[src/rtl/idli_pkg.sv]
// idli_pkg: shared fetch-stage types and SQI defaults
package idli_pkg;
  typedef enum logic [2:0] {IDLE, CMD, ADDR, DUMMY, DATA} fch_state_t;
  localparam int INSN_W = 16;
  localparam int INSN_NIBBLES = INSN_W / 4;
  localparam int DEF_ADDR_NIBBLES = 6;
  localparam int DEF_DUMMY_CYCLES = 2;
  localparam logic [7:0] DEF_SQI_READ_CMD = 8'h03;
endpackage

[src/rtl/idli_fetch_m.sv]
// idli_fetch_m: SQI read-burst fetch delivering 16-bit instructions to decode as nibbles
module idli_fetch_m
  import idli_pkg::*;
#(
  parameter logic [15:0] RESET_PC = 16'h0000,
  parameter int ADDR_NIBBLES = DEF_ADDR_NIBBLES,
  parameter int DUMMY_CYCLES = DEF_DUMMY_CYCLES,
  parameter logic [7:0] SQI_READ_CMD = DEF_SQI_READ_CMD
) (
  input  logic        i_fch_gck,
  input  logic        i_fch_rst,
  input  logic        i_fch_stall,
  input  logic        i_fch_redirect,
  input  logic [15:0] i_fch_redirect_pc,
  output logic        o_fch_sqi_cs_n,
  output logic [3:0]  o_fch_sqi_sio_out,
  output logic        o_fch_sqi_sio_oe,
  input  logic [3:0]  i_fch_sqi_sio_in,
  output logic [3:0]  o_fch_enc,
  output logic        o_fch_enc_vld,
  output logic [15:0] o_fch_pc
);
  localparam int ADDR_W = ADDR_NIBBLES * 4;
  localparam int PH_MAX = ADDR_NIBBLES > DUMMY_CYCLES ? ADDR_NIBBLES : DUMMY_CYCLES;
  localparam int CNT_W = PH_MAX > 2 ? $clog2(PH_MAX) : 1;
  fch_state_t state, state_n;
  logic [CNT_W-1:0] cnt, cnt_n;
  logic [1:0] idx;
  logic inc;
  logic last;
  logic [ADDR_W-1:0] addr;
  assign addr = ADDR_W'({o_fch_pc, 1'b0});
  assign last = idx == 2'(INSN_NIBBLES - 1);
  assign o_fch_sqi_cs_n = state == IDLE;
  assign o_fch_sqi_sio_oe = state inside {CMD, ADDR};
  assign o_fch_sqi_sio_out = state == CMD ? (cnt[0] ? SQI_READ_CMD[7:4] : SQI_READ_CMD[3:0]) :
                             state == ADDR ? 4'(addr >> {cnt, 2'b00}) : 4'h0;
  always_comb begin
    state_n = state;
    cnt_n = cnt - CNT_W'(1);
    unique case (state)
      IDLE: begin
        state_n = i_fch_stall ? IDLE : CMD;
        cnt_n = CNT_W'(1);
      end
      CMD: if (cnt == '0) begin
        state_n = ADDR;
        cnt_n = CNT_W'(ADDR_NIBBLES - 1);
      end
      ADDR: if (cnt == '0) begin
        state_n = DUMMY;
        cnt_n = CNT_W'(DUMMY_CYCLES - 1);
      end
      DUMMY: state_n = cnt == '0 ? DATA : DUMMY;
      DATA: state_n = last && (i_fch_stall || &o_fch_pc) ? IDLE : DATA;
      default: state_n = IDLE;
    endcase
    if (i_fch_redirect) state_n = IDLE;
  end
  always_ff @(posedge i_fch_gck) begin
    if (i_fch_rst) begin
      state <= IDLE;
      cnt <= '0;
      idx <= '0;
      inc <= 1'b0;
      o_fch_enc <= '0;
      o_fch_enc_vld <= 1'b0;
      o_fch_pc <= RESET_PC;
    end else begin
      state <= state_n;
      cnt <= cnt_n;
      idx <= state == DATA && !i_fch_redirect ? idx + 2'd1 : 2'd0;
      inc <= state == DATA && last && !i_fch_redirect;
      o_fch_enc_vld <= state == DATA && !i_fch_redirect;
      if (state == DATA) o_fch_enc <= i_fch_sqi_sio_in;
      o_fch_pc <= i_fch_redirect ? i_fch_redirect_pc : inc ? o_fch_pc + 16'd1 : o_fch_pc;
    end
  end
endmodule

[config.mk]
export PLATFORM = sky130hd
export DESIGN_NAME = idli_fetch_m
export DESIGN_NICKNAME = d
export VERILOG_FILES = /design/src/rtl/idli_pkg.sv /design/src/rtl/idli_fetch_m.sv
export SDC_FILE = /design/constraint.sdc
export NUM_CORES = 1
export LEC_CHECK = 0
export CORE_AREA = 2 2 62 64
export CTS_BUF_LIST = sky130_fd_sc_hd__clkbuf_8 sky130_fd_sc_hd__clkbuf_16
export CTS_CLUSTER_SIZE = 28
export DETAILED_ROUTE_END_ITERATION = 12
export DIE_AREA = 0 0 64 66
export PLACE_DENSITY = 0.82
export SYNTH_ARGS = -nofsm -noshare
export SYNTH_HDL_FRONTEND = slang
export SYNTH_SLANG_ARGS = --single-unit
[constraint.sdc]
create_clock -name i_fch_gck -period 2.7 [get_ports i_fch_gck]
set_input_delay 0.405 -clock i_fch_gck [delete_from_list [all_inputs] [get_ports i_fch_gck]]
set_output_delay 0.405 -clock i_fch_gck [all_outputs]
set_load 0.03 [all_outputs]
**After elaboration in Yosys (flattened, before gate mapping)**

Index checks and enable logic that the tools add are counted.

- Reductions and logical operators: 14
- Eq/ne operators: 7
- Bitwise logic cells: 1
- Muxes and demuxes: 14
- Shift operators: 1
- Add/sub/neg operators: 3

Operators by type and width:

| cell | number |
|---|---|
| $mux 16 | 2 |
| $mux 3 | 6 |
| $shr 17x5->4 | 1 |
| $add 16x1->16 const B | 1 |
| $reduce_and 16->1 | 1 |
| $pmux 3 s5 | 1 |
| $pmux 3 s3 | 1 |
| $mux 4 | 2 |
| $eq 3x2->1 const B | 2 |
| $logic_not 3->1 | 2 |
| $logic_and 1x1->1 | 4 |
| $ne 2x1->1 const B | 2 |
| $reduce_bool 2->1 | 2 |
| $reduce_or 2->1 | 2 |
| $eq 3x1->1 const B | 1 |
| $eq 3x3->1 const B | 1 |
| $sub 3x1->3 const B | 1 |
| $add 2x1->2 const B | 1 |
| $eq 2x2->1 const B | 1 |
| $mux 2 | 1 |
| $reduce_and 2->1 | 1 |
| $logic_not 1->1 | 1 |
| $logic_or 1x1->1 | 1 |
| $mux 1 | 1 |
| $not 1->1 | 1 |

- Word-level logic and storage cells: 47
- Flip-flop bits (word level): 30
- Output and inout port bits: 27
- Input port bits: 24

**Depth between registers and ports, before layout**

Gate-level depths: netlist (run 1).

- Depth after elaboration: 5
- Gate-level depth with buffers: 7
- Depth with buffers taken out: 6

**Worst setup path after synthesis (run 1)**

OpenSTA, ideal clock, no wires.

- Path kind: register to output
- Start point: register o_fch_pc[0]
- End point: output port o_fch_sqi_sio_out[1]
- Path buffers: 0
- Slack: 843 ps
- Data required time: 2295 ps
- Cell stages (with the launch flop): 4
- Arrival: 1452 ps
- Cells stage by stage: dfxtp_1 -> mux4_2 -> nand2_1 -> a21oi_1

- Longest elaborated chain between the ends: 3

Ends and longest elaborated chain:

| element | RTL line | text |
|---|---|---|
| from (decl) | idli_fetch_m.sv:21 | `output logic [15:0] o_fch_pc` |
| from (signal assigned) | idli_fetch_m.sv:76 | `o_fch_pc <= i_fch_redirect ? i_fch_redirect_pc : inc ? o_fch_pc + 16'd1 : o_fch_pc;` |
| $shr 17x5->4 | idli_fetch_m.sv:37 | `state == ADDR ? 4'(addr >> {cnt, 2'b00}) : 4'h0;` |
| $mux 4 | idli_fetch_m.sv:37 |  |
| $mux 4 | idli_fetch_m.sv:36 | `assign o_fch_sqi_sio_out = state == CMD ? (cnt[0] ? SQI_READ_CMD[7:4] : SQI_READ_CMD[3:0]) :` |
| to (decl) | idli_fetch_m.sv:16 | `output logic [3:0] o_fch_sqi_sio_out,` |

Every way passes these cells.

**Worst setup path in the final report (run 1)**

- Start point: register cnt[1]
- End point: output port o_fch_sqi_sio_out[3]

- Longest elaborated chain between the ends: 3

Ends and longest elaborated chain:

| element | RTL line | text |
|---|---|---|
| from (decl) | idli_fetch_m.sv:27 | `logic [CNT_W-1:0] cnt, cnt_n;` |
| from (signal assigned) | idli_fetch_m.sv:71 | `cnt <= cnt_n;` |
| $shr 17x5->4 | idli_fetch_m.sv:37 |  |
| $mux 4 | idli_fetch_m.sv:37 |  |
| $mux 4 | idli_fetch_m.sv:36 |  |

Every way passes these cells.

==> reports/qor.yml, run 1 <==
drt:
  drtIter0Drc: 87
  ant_nets: 0
  wl_mm: 4.224
  drc: 0
  vias: 1557
  firstDrtPassIters: 4
  avgViaCountPerCell: 5.388
  wl_per_cell_um: 14.62
pwr:
  power.density_mw_per_mm2: 455.8
  irDropWorstVdd_mv: 0.2894
  p_leak_uw: 0.0008778
synthesis:
  synthAdderAreaFrac_pct: 3.481
  synth_largest_area_cell: "dfxtp_1"
  synth_area_leaders: "dfxtp_1 35%, xnor2_1 5.6%, nor2_1 4.4%"
  synth_xor_area_share_pct: 6.599
  yosys.area.top_type_share_pct: 34.81
  synth.avg_cell_area_um2: 9.034
  ys_types: 48
  synth_top_family_by_area: "simple AND/OR/NAND/NOR gates"
  syn_nets: 219
  synthCells: 191
  muxShareOfSynthArea_pct: 7.397
  ys_warn_count: 0
  synthSimpleGateAreaFrac_pct: 27.56
  synth_seq_area_share_pct: 34.81
  synth_compound_area_share_pct: 13.85
  ys_ff_latch: 30
  synth_area_mm2: 0.001725
clocking:
  path_clk_slew_ps: 60
  post_cts_resized: 0
  cts_hold_buf: 0
  cts_buffers: 5
  cts_tree: "built"
  clk_latency_ps: 280
  cts-root-buf: "clkbuf_8"
  cts_setup_buffers: 0
  cts_sinks: 30
  cts_max_path_buffers: 2
  h-tree-depth: 2
sta:
  setup_violations: 0
  final-hold-violation-count: 0
  max-slew-margin-rel_pct: 53.22
  period_needed_ps: 2503
  drv_slew: 0
  period_share_pct: 92.70
  fmax_ghz: 0.3995
  finClkSkew_ps: 2.155
  totalNegativeSetupSlack_ps: 0
  grt_setup_unrepaired: "false"
  tightest_slew_ps: 700.9
final_layout:
  diodes: 0
  synthToLayoutAreaGrowth_pct: 34.95
  final_cell_count_no_fill: 289
  final_cell_mix: "50 x clkdlybuf4s50_1, 30 x dfxtp_1, 20 x nor2_1"
  final_cell_area_mm2: 0.002328
  fin_nets: 268
  drive_above_1_share_pct: 10.37
  final_common_cell: "clkdlybuf4s50_1"
floorplanning:
  rows: 22
  die_area_mm2: 0.004224
  core_area_mm2: 0.003551
  die_h_um: 66
  die_w_um: 64
  start_util_pct: 48.59
  num_io_pins: 51
worst_hold_path:
  holdPathEnd: "idx[0]"
  hp-class: "reg2reg"
  min-delay-start: "idx[0]"
  whs_path_depth: 1
grt:
  antenna_found_initial: 0
  grt_pass1_wl_mm: 7.134
  overflow: 0
  grt_max_degree: 25
  track_usage_pct: 22.01
  grt_pass1_vias: 1498
outcome:
  outcome: "complete, no violations"
worst_setup_path:
  crit_arrival_ps: 2100
  cp-end-kind: "primary output"
  reg2reg_slack_ps: 760
  worstSetupStartpointType: "flop"
  cp_max_fo: 7
  crit_type: "reg2out"
  r2r.worst_path.cells: 4
  worstPathRequired_ps: 2300
  r2r-start: "o_fch_pc[2]"
  timing.rr.end: "state[2]"
placed_design:
  dpl-instance-area_mm2: 0.002237
  place_hpwl_mm: 3.191
  placed_cells: 281
  port_buffers: 50
  place_congestion: 0.8084
job:
  cap_viol_max_count: 0
[power by group]
part | switching [uW] | total [uW] | internal, uW
clock | 169 | 370 | 201
sequential | 34.9 | 496 | 462
combinational | 95.6 | 195 | 99.2
total | 299 | 1060 | 762
[layer usage]
layer  global-route usage [%]  part of all wire [%]
met2                    36.59                    48
met1                    27.72                    46
met3                    5.451                   4.1
met4                    7.609                   1.2
met5                        0                     0
[worst max-delay path by stage]
stage / startpoint / end / slack, ps / cells past startpoint
3_5_place_dp: cnt[1] / o_fch_sqi_sio_out[3] / 490 / 3
5_1_grt: cnt[1] / o_fch_sqi_sio_out[3] / 120 / 3
3_3_place_gp: cnt[1] / o_fch_sqi_sio_out[3] / 550 / 3
2_1_floorplan: o_fch_pc[0] / o_fch_sqi_sio_out[1] / 840 / 3
4_1_cts: cnt[1] / o_fch_sqi_sio_out[3] / 180 / 3
6_report: cnt[1] / o_fch_sqi_sio_out[3] / 200 / 3
[cell usage after synthesis, drive strengths merged]
cell	n
maj3	1
a21oi	9
nand2b	2
a41oi	1
o32ai	1
buf	8
o31a	1
a211oi	7
mux2i	6
o21a	1
xnor2	11
nor2b	2
o211a	1
dfxtp	30
mux4	3
a311oi	4
o2111a	1
nor4	6
clkbuf	4
or3b	1
a2111oi	2
nand3b	2
o21ai	4
nand3	7
or3	3
nor2	20
ha	4
o21bai	1
nand2	16
inv	8
xor2	2
nand4	6
and3	3
nor3	10
and2	2
nand4b	1
[metrics by stage]
step / setup slack (ps) / power (uW) / hold WS (ps) / util, %
3_5_place_dp: 491.9 / 700.6 / 442.8 / 63.00
5_1_grt: 123.2 / 1108 / 454.5 / 65.57
4_1_cts: 183.6 / 1067 / 452.1 / 65.57
3_3_place_gp: 545.6 / 696.6 / 418.9 / 63.00
6_report: 197.2 / 1061 / 449.6 / 65.57
2_1_floorplan: 842.8 / 606.0 / 405.4 / -
[flip-flops by register name (all words and copies together) (netlist names)]
name / flops
cnt: 3
idx: 2
inc: 1
o_fch_enc: 4
o_fch_enc_vld: 1
o_fch_pc: 16
state: 3
[final cells by class]
type	instances	area, um2
Clock buffer	6	82.58
Clock inverter	2	8.758
Fill cell	302	1222
Inverter	8	30.03
Multi-Input combinational cell	141	1016
Sequential cell	30	600.6
Tap cell	48	60.06
Timing Repair Buffer	54	530.5
[critical path, stage by stage, from the launching register on]
cell             delay (ps)
dfxtp_1                 500
mux4_2                  540
and3_1                  190
clkdlybuf4s50_1         580
[cell families after synthesis]
| kind of cell | after synthesis |
|---|---|
| multiplexers | 9 |
| flip-flops | 30 |
| adder cells (fa/ha/maj) | 5 |
| AO/OA/AOI/OAI | 33 |
| XOR/XNOR | 13 |
| AND/OR/NAND/NOR | 81 |
| buffers and inverters | 20 |
Power figures use the tool's default switching activity.
==> run 2, diff against run 1 <==
--- a/config.mk
+++ b/config.mk
@@ -5,11 +5,11 @@
 export SDC_FILE = /design/constraint.sdc
 export NUM_CORES = 1
 export LEC_CHECK = 0
-export CORE_AREA = 2 2 62 64
+export CORE_AREA = 8 8 68 70
 export CTS_BUF_LIST = sky130_fd_sc_hd__clkbuf_8 sky130_fd_sc_hd__clkbuf_16
 export CTS_CLUSTER_SIZE = 28
 export DETAILED_ROUTE_END_ITERATION = 12
-export DIE_AREA = 0 0 64 66
+export DIE_AREA = 0 0 76 78
 export PLACE_DENSITY = 0.82
 export SYNTH_ARGS = -nofsm -noshare
 export SYNTH_HDL_FRONTEND = slang
==> reports/qor.yml, run 2 (synthesized netlist as in run 1, its figures left out) <==
clocking:
  cts_tree: "built"
  cts_sinks: 30  # unchanged
  cts_max_path_buffers: 2  # unchanged
  post_cts_resized: 0  # unchanged
  cts_buffers: 5  # unchanged
  path_clk_slew_ps: 60  # about the same
  cts_setup_buffers: 0  # unchanged
  h-tree-depth: 2  # unchanged
  clk_latency_ps: 280  # about the same
  cts-root-buf: "clkbuf_8"
  cts_hold_buf: 0  # unchanged
worst_setup_path:
  crit_type: "reg2out"
  crit_arrival_ps: 2070  # -30 ps
  cp-end-kind: "primary output"
  worstSetupStartpointType: "flop"
  cp_cell_sequence: "mux4_2 -> and3_1 -> clkdlybuf4s50_1"
  critPathSlowestCell: "clkdlybuf4s50_1"
  crit_family: "buffers and inverters"
  cp_max_fo: 7  # unchanged
  worstPathRequired_ps: 2300  # about the same
  critPathMaxStageDelay_ps: 590  # about the same
  cp_num_buf_inv: 1  # unchanged
final_layout:
  largest_reg_flops: 16  # unchanged
  max_flop_register: "o_fch_pc"
  final_core_util_pct: 65.57  # unchanged
  final_cell_area_mm2: 0.002328  # unchanged
  synthToLayoutAreaGrowth_pct: 34.95  # unchanged
  diodes: 0  # unchanged
  final_cell_count_no_fill: 289  # unchanged
  reg.largest.list: "o_fch_pc x16, o_fch_enc x4"
  fill_cells: 290  # -4.0%
  final_common_cell: "clkdlybuf4s50_1"
  final_cell_mix: "50 x clkdlybuf4s50_1, 30 x dfxtp_1, 20 x nor2_1"
  drive_above_1_share_pct: 10.37  # unchanged
  fin_nets: 268  # unchanged
drt:
  wl_mm: 4.506  # +6.7%
  firstDrtPassIters: 4  # unchanged
  vias: 1612  # +3.5%
  drc: 0  # unchanged
  drtIter0Drc: 99  # +14%
  avgViaCountPerCell: 5.578  # +3.5%
  ant_nets: 0  # unchanged
  wl_per_cell_um: 15.59  # +6.7%
sta:
  max-slew-margin-rel_pct: 53.91  # +0.68 points
  period_needed_ps: 2479  # -24.32 ps
  final-hold-violation-count: 0  # unchanged
  timing.hold.ws_ps: 437.4  # -12.16 ps
  drv_slew: 0  # unchanged
  setup_violations: 0  # unchanged
  period_share_pct: 91.80  # -0.90 points
  fmax_ghz: 0.4035  # +0.98%
  grt_setup_unrepaired: "false"
  tightest_slew_ps: 690.6  # -10.22 ps
  totalNegativeSetupSlack_ps: 0  # unchanged
  finClkSkew_ps: 2.844  # +0.6895 ps
grt:
  track_usage_pct: 14.66  # -7.3 points
  grt_max_degree: 25  # unchanged
  antenna_found_initial: 0  # unchanged
  overflow: 0  # unchanged
  grt_pass1_wl_mm: 7.245  # +1.6%
  grt_pass1_vias: 1468  # -2.0%
outcome:
  outcome: "complete, no violations"
job:
  cap_viol_max_count: 0  # unchanged
placed_design:
  place_hpwl_mm: 3.464  # +8.6%
  dpl-instance-area_mm2: 0.002237  # unchanged
  port_buffers: 50  # unchanged
  place_congestion: 0.8267  # +2.3%
  placed_cells: 281  # unchanged
floorplanning:
  start_util_pct: 48.59  # unchanged
  die_area_mm2: 0.005928  # +40%
  die_h_um: 78  # +18%
  die_w_um: 76  # +19%
  core_area_mm2: 0.003551  # unchanged
  num_io_pins: 51  # unchanged
  rows: 22  # unchanged
pwr:
  irDropWorstVdd_mv: 0.2822  # -2.5%
  p_leak_uw: 0.0008778  # unchanged
  power.density_mw_per_mm2: 452.0  # -0.84%
worst_hold_path:
  hp-class: "reg2reg"
-- run 2: cell counts in the layout (fill, tap and decap cells not counted) --
No cell type changed its count.
-- run 2: path summary, 6_finish.rpt --
path                             startpoint                    to  slack, ps  depth (start not counted)
worst max-delay path                 cnt[1]  o_fch_sqi_sio_out[3]        220                          3
worst min-delay path                 idx[0]                idx[0]        440                          1
worst max register to register  o_fch_pc[2]              state[2]        820                          4
worst min register to register       idx[0]                idx[0]        440                          1
-- run 2: per-stage QoR --
| step | setup WS [ps] | power [uW] |
|---|---|---|
| detailed placement | 513.6 | 701.1 |
| CTS | 209.3 | 1064 |
| finish | 221.5 | 1052 |
| global placement | 547.1 | 697.6 |
| floorplan | 842.8 | 606.0 |
| global route | 151.2 | 1096 |
-- run 2: final cells by class --
| type | instances | area (um2) | area share, % |
|---|---|---|---|
| well taps | 48 | 60.06 | 2.579 |
| flip-flops and latches | 30 | 600.6 | 25.79 |
| clock inverters | 2 | 8.758 | 0.3761 |
| multi-input cells | 141 | 1016 | 43.63 |
| clock buffers | 6 | 82.58 | 3.546 |
| inverters | 8 | 30.03 | 1.290 |
| repair buffers | 54 | 530.5 | 22.78 |
-- run 2: power breakdown --
part | internal (uW) | switching [uW] | total (uW)
sequential | 462 | 34.9 | 497
combinational | 99.0 | 96.8 | 196
clock | 201 | 159 | 360
total | 762 | 291 | 1050
-- run 2: routing by layer --
| metal | GRT usage, % | wire (um) | up-vias |
|---|---|---|---|
| li1 | - | - | 793 |
| met1 | 17.89 | 1985 | 762 |
| met2 | 23.74 | 2176 | 50 |
| met3 | 3.571 | 266 | 7 |
| met4 | 6.863 | 79 | 0 |
| met5 | 0 | 0 | - |
